**config.mk**
```make
export PLATFORM = sky130hd
export DESIGN_NAME = sdram_arbiter
export DESIGN_NICKNAME = d
export VERILOG_FILES = /design/src/rtl/sdram_pkg.sv /design/src/rtl/sdram_arbiter_burst_counter.sv /design/src/rtl/sdram_arbiter.sv
export SDC_FILE = /design/constraint.sdc
export NUM_CORES = 1
export LEC_CHECK = 0
export ABC_AREA = 0
export CORE_MARGIN = 4
export CORE_UTILIZATION = 38
export DETAILED_ROUTE_END_ITERATION = 8
export GPL_TIMING_DRIVEN = 1
export PLACE_DENSITY = 0.92
export SLEW_MARGIN = 20
export SYNTH_ARGS = -nofsm -noshare
export SYNTH_HDL_FRONTEND = slang
export SYNTH_SLANG_ARGS = --single-unit
```
**constraint.sdc**
```tcl
create_clock -name clk -period 3.15 [get_ports clk]
set_clock_uncertainty 0.2 [all_clocks]
set_input_delay 0.7875 -clock clk [delete_from_list [all_inputs] [get_ports clk]]
set_output_delay 0.7875 -clock clk [all_outputs]
set_load 0.02 [all_outputs]
```
**src/rtl/sdram_pkg.sv**
```systemverilog
// rtl/sdram_pkg.sv - shared SDRAM command encodings, arbiter states and burst lengths
package sdram_pkg;

    localparam logic [1:0] CMD_IDLE  = 2'd0;
    localparam logic [1:0] CMD_WRITE = 2'd1;
    localparam logic [1:0] CMD_READ  = 2'd2;

    // Shared with the as4c4m32s_controller instantiation so both sides agree.
    localparam int SDRAM_READ_BURST  = 8;
    localparam int SDRAM_WRITE_BURST = 1;

    // State encoding doubles as the controller command.
    typedef enum logic [1:0] {
        ARB_IDLE  = CMD_IDLE,
        ARB_WRITE = CMD_WRITE,
        ARB_READ  = CMD_READ
    } arb_state_t;

    function automatic int count_width(input int max_len);
        return (max_len <= 1) ? 1 : $clog2(max_len);
    endfunction

endpackage

```
**src/rtl/sdram_arbiter_burst_counter.sv**
```systemverilog
// rtl/sdram_arbiter_burst_counter.sv - loadable down-counter of remaining burst beats
module burst_counter #(
    parameter int WIDTH = 3
) (
    input  logic             clk,
    input  logic             rst,
    input  logic             load,
    input  logic [WIDTH-1:0] load_value,
    input  logic             dec,
    output logic             last
);

    logic [WIDTH-1:0] count;

    always_ff @(posedge clk or posedge rst) begin
        if (rst) begin
            count <= '0;
        end else if (load) begin
            count <= load_value;
        end else if (dec && (count != '0)) begin
            count <= count - 1'b1;
        end
    end

    assign last = (count == '0);

endmodule

```
**src/rtl/sdram_arbiter.sv**
```systemverilog
// rtl/sdram_arbiter.sv - whole-burst read/write arbiter for the SDRAM controller; SDRAM_ARB_STARVATION_GUARD_EN enables the write starvation guard
module sdram_arbiter
    import sdram_pkg::*;
#(
    parameter int ADDR_WIDTH         = 22,
    parameter int DATA_WIDTH         = 32,
    parameter int READ_BURST_LENGTH  = SDRAM_READ_BURST,
    parameter int WRITE_BURST_LENGTH = SDRAM_WRITE_BURST,
    parameter int MAX_READ_STREAK    = 4
) (
    input  logic                  clk,
    input  logic                  reset,
    input  logic                  rd_req,
    input  logic [ADDR_WIDTH-1:0] rd_addr,
    output logic                  rd_grant,
    output logic [DATA_WIDTH-1:0] rd_data,
    output logic                  rd_valid,
    output logic                  rd_last,
    input  logic                  wr_req,
    input  logic [ADDR_WIDTH-1:0] wr_addr,
    input  logic [DATA_WIDTH-1:0] wr_data,
    output logic                  wr_pop,
    output logic                  wr_done,
    output logic [1:0]            command,
    output logic [ADDR_WIDTH-1:0] data_address,
    output logic [DATA_WIDTH-1:0] data_write,
    input  logic [DATA_WIDTH-1:0] data_read,
    input  logic                  data_read_valid,
    input  logic                  data_write_done,
    output logic                  busy
);

    localparam int MAX_BURST = (READ_BURST_LENGTH > WRITE_BURST_LENGTH) ?
                               READ_BURST_LENGTH : WRITE_BURST_LENGTH;
    localparam int CW = count_width(MAX_BURST);
    localparam logic [CW-1:0] READ_LOAD  = CW'(READ_BURST_LENGTH - 1);
    localparam logic [CW-1:0] WRITE_LOAD = CW'(WRITE_BURST_LENGTH - 1);

    if (READ_BURST_LENGTH < 1 || WRITE_BURST_LENGTH < 1 || MAX_READ_STREAK < 1) begin : g_param_check
        $error("sdram_arbiter: burst lengths and MAX_READ_STREAK must be at least 1");
    end

    arb_state_t state;
    logic       beat_last;
    logic       take_read;
    logic       take_write;
    logic       read_beat;
    logic       write_beat;
    logic       write_first;

`ifdef SDRAM_ARB_STARVATION_GUARD_EN
    localparam int SW = $clog2(MAX_READ_STREAK + 1);
    logic [SW-1:0] streak;

    assign write_first = wr_req && (streak >= SW'(MAX_READ_STREAK));

    always_ff @(posedge clk or posedge reset) begin
        if (reset) begin
            streak <= '0;
        end else if (take_write) begin
            streak <= '0;
        end else if (take_read && wr_req) begin
            streak <= streak + 1'b1;
        end
    end
`else
    assign write_first = 1'b0;
`endif

    // Grants are gated by reset so no strobe escapes while the controller is held.
    assign take_read  = (state == ARB_IDLE) && !reset && rd_req && !write_first;
    assign take_write = (state == ARB_IDLE) && !reset && wr_req && (!rd_req || write_first);
    assign read_beat  = (state == ARB_READ) && data_read_valid;
    assign write_beat = (state == ARB_WRITE) && data_write_done;

    burst_counter #(
        .WIDTH(CW)
    ) u_beats (
        .clk        (clk),
        .rst        (reset),
        .load       (take_read || take_write),
        .load_value (take_read ? READ_LOAD : WRITE_LOAD),
        .dec        ((read_beat || write_beat) && !beat_last),
        .last       (beat_last)
    );

    always_ff @(posedge clk or posedge reset) begin
        if (reset) begin
            state        <= ARB_IDLE;
            data_address <= '0;
            data_write   <= '0;
        end else begin
            case (state)
                ARB_IDLE: begin
                    if (take_read) begin
                        state        <= ARB_READ;
                        data_address <= rd_addr;
                    end else if (take_write) begin
                        state        <= ARB_WRITE;
                        data_address <= wr_addr;
                        data_write   <= wr_data;
                    end
                end
                ARB_READ: begin
                    if (data_read_valid) begin
                        data_address <= data_address + 1'b1;
                        if (beat_last) state <= ARB_IDLE;
                    end
                end
                ARB_WRITE: begin
                    if (data_write_done) begin
                        data_address <= data_address + 1'b1;
                        if (beat_last) state <= ARB_IDLE;
                        else           data_write <= wr_data;
                    end
                end
                default: state <= ARB_IDLE;
            endcase
        end
    end

    assign command  = state;
    assign busy     = (state != ARB_IDLE);
    assign rd_grant = take_read;
    assign rd_valid = read_beat;
    assign rd_last  = read_beat && beat_last;
    assign rd_data  = (state == ARB_READ) ? data_read : '0;
    // The FWFT head is consumed in the same cycle it is captured.
    assign wr_pop   = take_write || (write_beat && !beat_last);
    assign wr_done  = write_beat && beat_last;

endmodule

```
Word-level counts from Yosys, hierarchy flattened:

Cells that the tools add are included.

* word-level logic and storage cells: 61
* bits of input ports: 114
* bits in registers: 59

* mux-type cells: 20
* equal/unequal tests: 8
* add/subtract/negate cells: 2
* reduce and logical (&&, ||, !) cells: 27

Operators with widths (number)
* two-way mux 32 bit: 5
* two-way mux 22 bit: 4
* case mux 22 bit (3 select lines): 1
* case mux 32 bit (2 select lines): 1
* adder 22 x 1 -> 22 bit, second input constant: 1
* logical AND 1 bit: 11
* two-way mux 2 bit: 5
* != test 2 bit, second input constant: 5
* two-way mux 3 bit: 3
* case mux 2 bit (3 select lines): 1
* nonzero test 2 bit: 3
* nonzero test 3 bit: 2
* AND reduction 5 bit: 1
* AND reduction 4 bit: 1
* zero test 1 bit: 3
* zero test 3 bit: 1
* logical OR 1 bit: 3
* != test 3 bit, second input constant: 1
* AND reduction 3 bit: 1
* subtractor 3 x 1 -> 3 bit, second input constant: 1
* == test 2 x 1 -> 1 bit, second input constant: 1
* == test 2 bit, second input constant: 1
* zero test 2 bit: 1

Longest topological paths before layout:

Gate-level depths: netlist of the first run.

* depth after elaboration: 7
* mapped depth: 9
* mapped depth without buffers: 7

Hierarchy:

From an unflattened synthesis of the first run, not the netlist that was laid out.

* cell total of the unflattened synthesis: 349
* area total of the unflattened synthesis: 3609.7 um2

By module, submodules not included
* sdram_arbiter: instances 1, seq. area each 1401.3 um2, area an instance 3415.8 um2, cells each 329
* burst_counter: instances 1, seq. area each 75.1 um2, area an instance 193.9 um2, cells each 20

Least setup slack after synthesis of the first run:

Ideal clock, no wire load.

* path kind: input to register
* from: input port reset
* to: register u_beats.count[0]
* data arrival time: 2.717 ns
* slack: 0.097 ns
* stages on the path: 4
* required time: 2.813 ns
* cells stage by stage: inv_1 -> nand3_1 -> a21oi_1 -> a31oi_1

* word-level cells in the longest chain between the ends: 6
* elaborated cells on any way between the ends: 9
* classes of those cells: mux (2); reduce/logical (7)

Ends and longest elaborated chain
* start, declared: RTL line sdram_arbiter.sv:12 `input logic reset,`
* zero test 1 bit (no source line) *
* logical AND 1 bit *: RTL line sdram_arbiter.sv:71, sdram_arbiter.sv:72
* logical AND 1 bit (2 in series): RTL line sdram_arbiter.sv:72 `assign take_write = (state == ARB_IDLE) && !reset && wr_req && (!rd_req || write_first);`
* logical OR 1 bit: RTL line sdram_arbiter.sv:81 `.load (take_read || take_write),`
* two-way mux 3 bit / nonzero test 2 bit (equally long branches)
* end signal, assigned: RTL line sdram_arbiter_burst_counter.sv:19 `count <= load_value;`
* end signal, assigned: RTL line sdram_arbiter_burst_counter.sv:21 `count <= count - 1'b1;`
* end, declared: RTL line sdram_arbiter_burst_counter.sv:13 `logic [WIDTH-1:0] count;`

Every way passes the cells marked *; elsewhere a longest branch is shown, timed or not.
A chain may end at the register's enable or synchronous reset.

Worst setup path in the final report of the first run:

* from: input port data_write_done
* to: output port wr_done

* word-level cells in the longest chain between the ends: 2

Ends and longest elaborated chain
* start, declared: RTL line sdram_arbiter.sv:29 `input logic data_write_done,`
* logical AND 1 bit: RTL line sdram_arbiter.sv:74 `assign write_beat = (state == ARB_WRITE) && data_write_done;`
* logical AND 1 bit: RTL line sdram_arbiter.sv:130 `assign wr_done = write_beat && beat_last;`
* end, declared: RTL line sdram_arbiter.sv:23 `output logic wr_done,`

No other way between the ends.

==> metrics.txt, run 1 <==
status=complete, no violations; RD Place Congestion=roughly 0.89; Top FF cell, synth=dfrtp_1; cell area after synthesis=around 0.0035 mm2; most frequent cells in the layout=190 x clkdlybuf4s50_1, 59 x dfrtp_1, 47 x mux2_2; Core Util, Final=0.679; leading cell type in the layout, fill and taps excluded=clkdlybuf4s50_1; CP required=2.16 ns; fillers=just under 700; final setup vio count=0; kind of critical path=input pin to primary output; Reg2Reg Setup Slack=between 0.7 and 0.8 ns; clock slew at reported path FFs=0.06 ns; post-place instance area=0.00579 mm2; Worst-Skew Late Latency=~0.33 ns; initial antenna violation count=0; Initial Utilization=0.397; hold_buf cts=0; reg-to-reg endpoint=data_write[20]$_DFFE_PP0P_; Initial DRC Count=~240; chip height=104 um; final hold violations=0; CTS Sinks=59; die footprint=~0.011 mm2; routed len/inst=approximately 18 um; crit-path cells=clkdlybuf4s50_1 > nand2_1 > nor2_1 > clkdlybuf4s50_1; CORE AREA=around 0.0088 mm2; Final ANT Viol Nets=0; period utilization=0.980; global-route wire length before repair=between 15,000 and 20,000 um; # diodes=0; sequential-to-total area share from yosys stat=0.421; Post-CTS Setup Inserts=0; aggregate global routing overflow=0; Hold Path End=data_write[1]$_DFFE_PP0P_; Lkg Pwr=0.00273 uW; mean number of vias per cell=between 5 and 6; yosys warns=0; port buffer count=about 210; register bit total from synthesis=59; total wire length=approximately 12,000 um; TritonCTS clock tree=built; Arr. time, crit path=~2.1 ns; Hold Path Class=register to register; H-tree depth=3; Top Ports=about 210; slew margin rel.=0.497; fin. max-slew vios=0; Post-Syn Nets=between 400 and 500; final setup TNS=0 ns; Post-Synthesis Cells=around 350; Vias=around 3,700; layout cell share with drive strength beyond 1=0.170; FF-to-FF path depth=8; HPWL after detailed placement=around 9400 um; Reg2Reg Launch Point=command[0]$_DFFE_PP0P_; Max Clock Freq=approximately 0.32 GHz; nets=a little under 700; Hold Path Origin=data_write[1]$_DFFE_PP0P_; Residual DRC=0; Layout area overhead=71.3%; CTS root buf=clkbuf_8; critical-path maximum fanout=3; crit path buf inv count=2; Tmin final=between 3 and 4 ns; power density over the cells=1010 mW/mm2; vias in the first global route=about 3,700; Crit. End Element=primary output; Async SR Flop Fraction=1.00; clk buf depth=2; CP peak stage delay=approximately 0.63 ns; Global Route Usage Sum=0.221; Most Frequent Cell on Critical Path=clkdlybuf4s50_1; startpoint types=input pin; number of synthesized flops with an enable pin=0; Worst path top cell family by delay=buffers and inverters; Tightest Pin Transition=between 0.7 and 0.8 ns; Syn Area/Cell=just over 10 um2; Max VDD drop=between 400 and 500 uV; Finished Cell Area=about 0.0060 mm2; CTS Buf Count=9; # rows=34; Netlist cell types=between 50 and 60; CP max stage cell=clkdlybuf4s50_1; max_cap viols=0; largest net degree at the start of global routing=60; total power=between 6000 and 7000 uW; DRT Pass-1 Iters=5; hold path depth=1; Die Width=roughly 100 um
==> repair_timing <==
item | 4_1_cts | 5_1_grt
cloned | 0 | 0
pin swaps | 0 | 0
resized for setup | 3 | 17
setup endpoints to repair | 35 | 34
==> per-stage QoR <==
stage	std cells	hold WS (ns)	setup WS (ns)
4_1_cts	677	0.307	0.00635
6_report	677	0.304	0.0617
5_1_grt	677	0.327	-0.0198
3_3_place_gp	662	0.286	-0.0983
3_5_place_dp	662	0.292	-0.0951
2_1_floorplan	346	0.367	0.0967
==> cell type report <==
cell class | count | area, um2 | area share
Clock buffer | 10 | 138 | 0.0229
Multi-Input combinational cell | 255 | 1920 | 0.320
Timing Repair Buffer | 225 | 2250 | 0.375
Tap cell | 108 | 135 | 0.0225
Inverter | 15 | 56.3 | 0.00937
Clock inverter | 5 | 30.0 | 0.00500
Sequential cell | 59 | 1480 | 0.246
==> Yosys cell counts (2+ instances only) <==
library cell / n / area share
buf_2: 9 / 0.013
ha_1: 8 / 0.029
a41o_1: 2 / 0.0057
o31ai_1: 2 / 0.0043
mux2_2: 47 / 0.15
dfrtp_1: 59 / 0.42
nand3_1: 9 / 0.013
a221o_1: 2 / 0.0057
a22oi_1: 2 / 0.0043
nand2b_1: 2 / 0.0036
a31oi_1: 7 / 0.012
a31o_2: 2 / 0.0050
and4_1: 2 / 0.0050
nor3_1: 7 / 0.010
and2_1: 32 / 0.057
o21ai_0: 16 / 0.023
clkbuf_1: 8 / 0.0086
inv_1: 14 / 0.015
or4_1: 2 / 0.0043
nand2_1: 19 / 0.020
a21oi_1: 18 / 0.026
and3_1: 7 / 0.012
mux2i_1: 5 / 0.014
a221oi_1: 3 / 0.0075
nand4_1: 9 / 0.016
nor2_1: 14 / 0.015
o22ai_1: 13 / 0.023
==> where the power goes <==
| group | leakage, uW | internal (uW) | switching [uW] | total, uW |
|---|---|---|---|---|
| sequential | 0.000690 | 1180 | 396 | 1570 |
| clock | 0.0000839 | 298 | 303 | 601 |
| combinational | 0.00196 | 1910 | 1970 | 3880 |
==> cells by family (layout without fill, tap and decap cells) <==
logic type | after synthesis | after routing | synth area share
AOI/OAI and AO/OA | 80 | 80 | 0.154
and+or+nand+nor | 113 | 113 | 0.189
DFF | 59 | 59 | 0.421
buffers and inverters | 32 | 255 | 0.0374
muxes | 52 | 52 | 0.165
adders and majority gates | 8 | 8 | 0.0285
xor gates and xnor gates | 2 | 2 | 0.00499
==> worst reg2reg max path, delay by kind of cell, from the launching register on <==
kind	cells	cell delay (ns)
simple gates	1	0.13
flops	1	0.43
mux	1	0.40
fa+ha+maj	1	0.28
buf+inv	3	0.65
compound gates	2	0.15
==> state kept, by name, indices dropped and copies added, names as in the netlist <==
signal / flops
data_write: 32
data_address: 22
u_beats.count: 3
command: 2
==> how the worst max path moves through the flow <==
| stage | startpoint | endpoint | slack, ns | depth (start not counted) |
|---|---|---|---|---|
| global placement | reset | wr_pop | -0.1 | 5 |
| finish | data_write_done | wr_done | 0.06 | 4 |
| CTS | command[0]$_DFFE_PP0P_ | rd_data[19] | 0.006 | 5 |
| global route | command[0]$_DFFE_PP0P_ | rd_data[25] | -0.02 | 5 |
| floorplan | reset | u_beats.count[0]$_DFFE_PP0P_ | 0.1 | 4 |
| detailed placement | reset | wr_pop | -0.1 | 5 |
==> layer usage <==
| metal | part of all wire | global-route usage | wire [um] | vias to the layer above |
|---|---|---|---|---|
| met1 | 0.38 | 0.252 | 4590 | 1789 |
| met4 | 0.016 | 0.0703 | 191 | 0 |
| met3 | 0.070 | 0.0478 | 841 | 22 |
| met5 | 0 | 0 | 0 | - |
| li1 | - | - | - | 1714 |
| met2 | 0.54 | 0.409 | 6480 | 194 |
(Power assumes the default switching activity.)
==> run 2: changes to the inputs <==
CORE_UTILIZATION = 30   (was 38)
PLACE_DENSITY = 0.77   (was 0.92)
REMOVE_ABC_BUFFERS = 1   (was unset)
==> metrics.txt, run 2 (synthesis results as in run 1) <==
mean number of vias per cell=5.08 (-7.5%); max reg flops=32 (unchanged); Worst-Skew Late Latency=0.32 ns (about the same); Final ANT Viol Nets=0 (unchanged); Inst Count DP=699 (+5.6%); Reg area=0.00148 mm2 (unchanged); CP required=2.16 ns (about the same); H-tree depth=3 (unchanged); Die Width=116 um (+12%); RD Place Congestion=0.826 (-7.0%); Global Route Usage Sum=0.176 (-0.0450); period utilization=0.982 (+0.00146); post-place instance area=0.00586 mm2 (+1.2%); unrepaired setup endpoints after global routing=no; fin. max-slew vios=0 (unchanged); aggregate global routing overflow=0 (unchanged); final setup TNS=0 ns (unchanged); slew margin rel.=0.491 (-0.00545); port buffer count=207 (unchanged); # diodes=0 (unchanged); Tightest Pin Transition=0.763 ns (+0.00818 ns); Reg2Reg Launch Point=command[0]$_DFFE_PP0P_; post-layout instance count excluding filler cells=714 (+5.5%); hold_buf cts=0 (unchanged); CTS root buf=clkbuf_16; Initial Utilization=0.307 (-0.0893); HPWL after detailed placement=9510 um (+1.0%); Multi-input gate area=0.00192 mm2 (-0.13%); CORE AREA=0.0114 mm2 (+29%); # rows=39 (+15%); final worst slack=0.0571 ns (-0.00459 ns); Hold Path Class=register to register; initial antenna violation count=0 (unchanged); layout cell share with drive strength beyond 1=0.172 (+0.00115); clock slew at reported path FFs=0.05 ns (about the same); Initial DRC Count=157 (-34%); chip height=116 um (+12%); Max Clock Freq=0.323 GHz (-0.15%); reg-to-reg endpoint=data_address[17]$_DFFE_PP0P_; Tmin final=3.09 ns (+0.00459 ns); vias in the first global route=3,719 (+0.57%); CP Capture Point=wr_done; most frequent cells in the layout=195 x clkdlybuf4s50_1, 59 x dfrtp_1, 47 x mux2_2; Finished Cell Area=0.00620 mm2 (+3.2%); status=complete, no violations; Top Registers=data_write (32), data_address (22), u_beats.count (3); die footprint=0.0135 mm2 (+24%); Layout area overhead=76.7%; kind of critical path=input pin to primary output; nets=689 (+0.29%); total wire length=12,400 um (+2.4%); leading cell type in the layout, fill and taps excluded=clkdlybuf4s50_1; beginning of the critical path=data_write_done; power density over the cells=1050 mW/mm2 (+3.8%); TritonCTS clock tree=built; clk buf depth=2 (unchanged); CTS Sinks=59 (unchanged); Residual DRC=0 (unchanged); Top Ports=208 (unchanged); global-route wire length before repair=18,700 um (-4.3%); Vias=3,630 (-2.4%); Arr. time, crit path=2.11 ns (about the same); Crit. End Element=primary output; routed len/inst=17.4 um (-2.9%); Post-CTS Setup Inserts=0 (unchanged); critical-path maximum fanout=3 (unchanged); fillers=1,016 (+51%); Max VDD drop=508 uV (+8.3%); final hold violations=0 (unchanged); post-CTS resize count=3 (unchanged); CTS Buf Count=9 (unchanged); Reg2Reg Setup Slack=0.67 ns (-0.11 ns); Lkg Pwr=0.00271 uW (-0.52%); largest net degree at the start of global routing=60 (unchanged); final setup vio count=0 (unchanged); max_cap viols=0 (unchanged); dpl ws=-0.0175 ns (+0.0776 ns); Largest Register=data_write; DRT Pass-1 Iters=4 (-1); FF-to-FF path depth=7 (-1); total power=6480 uW (+7.1%); startpoint types=input pin
## run 2: cell types whose count changed in the layout (fill, tap and decap cells not counted), moves of 2 or more
| cell | before | now |
|---|---|---|
| clkbuf_16 | 0 | 9 |
| clkbuf_8 | 10 | 2 |
| clkdlybuf4s50_1 | 190 | 195 |
| dlymetal6s2s_1 | 15 | 10 |
| clkinv_2 | 3 | 1 |
## run 2: worst min path at each step
stage	slack, ns	start	depth (start not counted)	end
final	0.30	data_write[8]$_DFFE_PP0P_	1	data_write[8]$_DFFE_PP0P_
after global routing	0.32	data_write[8]$_DFFE_PP0P_	1	data_write[8]$_DFFE_PP0P_
after CTS	0.30	data_write[19]$_DFFE_PP0P_	1	data_write[19]$_DFFE_PP0P_
after detailed placement	0.29	data_write[19]$_DFFE_PP0P_	1	data_write[19]$_DFFE_PP0P_
after global placement	0.29	data_write[6]$_DFFE_PP0P_	1	data_write[6]$_DFFE_PP0P_
after floorplan	0.37	u_beats.count[0]$_DFFE_PP0P_	2	u_beats.count[0]$_DFFE_PP0P_
## run 2: worst max-delay path, cell delays in order
cell	delay [ns]
clkdlybuf4s50_1	0.52
nand2_1	0.10
nor2_1	0.09
clkdlybuf4s50_1	0.61
## run 2: cell type report
type / count / share of cell area
repair buffers: 227 / 0.366
flip-flops and latches: 59 / 0.238
multi-input cells: 255 / 0.309
clock buffers: 11 / 0.0408
well taps: 143 / 0.0288
inverters: 15 / 0.00908
clock inverters: 4 / 0.00807
## run 2: report_power, final
part	leakage, uW	internal [uW]	switching, uW
Sequential	0.000690	1180	398
Combinational	0.00188	1920	1990
Clock	0.000144	649	348
## run 2: metal layers
| layer | global-route usage | part of all wire | vias to the layer above |
|---|---|---|---|
| met1 | 0.207 | 0.38 | 1717 |
| met4 | 0.0626 | 0.020 | 0 |
| met5 | 0 | 0 | - |
| met3 | 0.0321 | 0.087 | 21 |
| li1 | - | - | 1722 |
| met2 | 0.320 | 0.51 | 170 |
## run 2: through the flow
step | util | hold slack (ns)
after detailed placement | 0.514 | 0.292
after global routing | 0.543 | 0.320
final | 0.543 | 0.303
after floorplan | - | 0.367
after global placement | 0.514 | 0.287
after CTS | 0.540 | 0.305
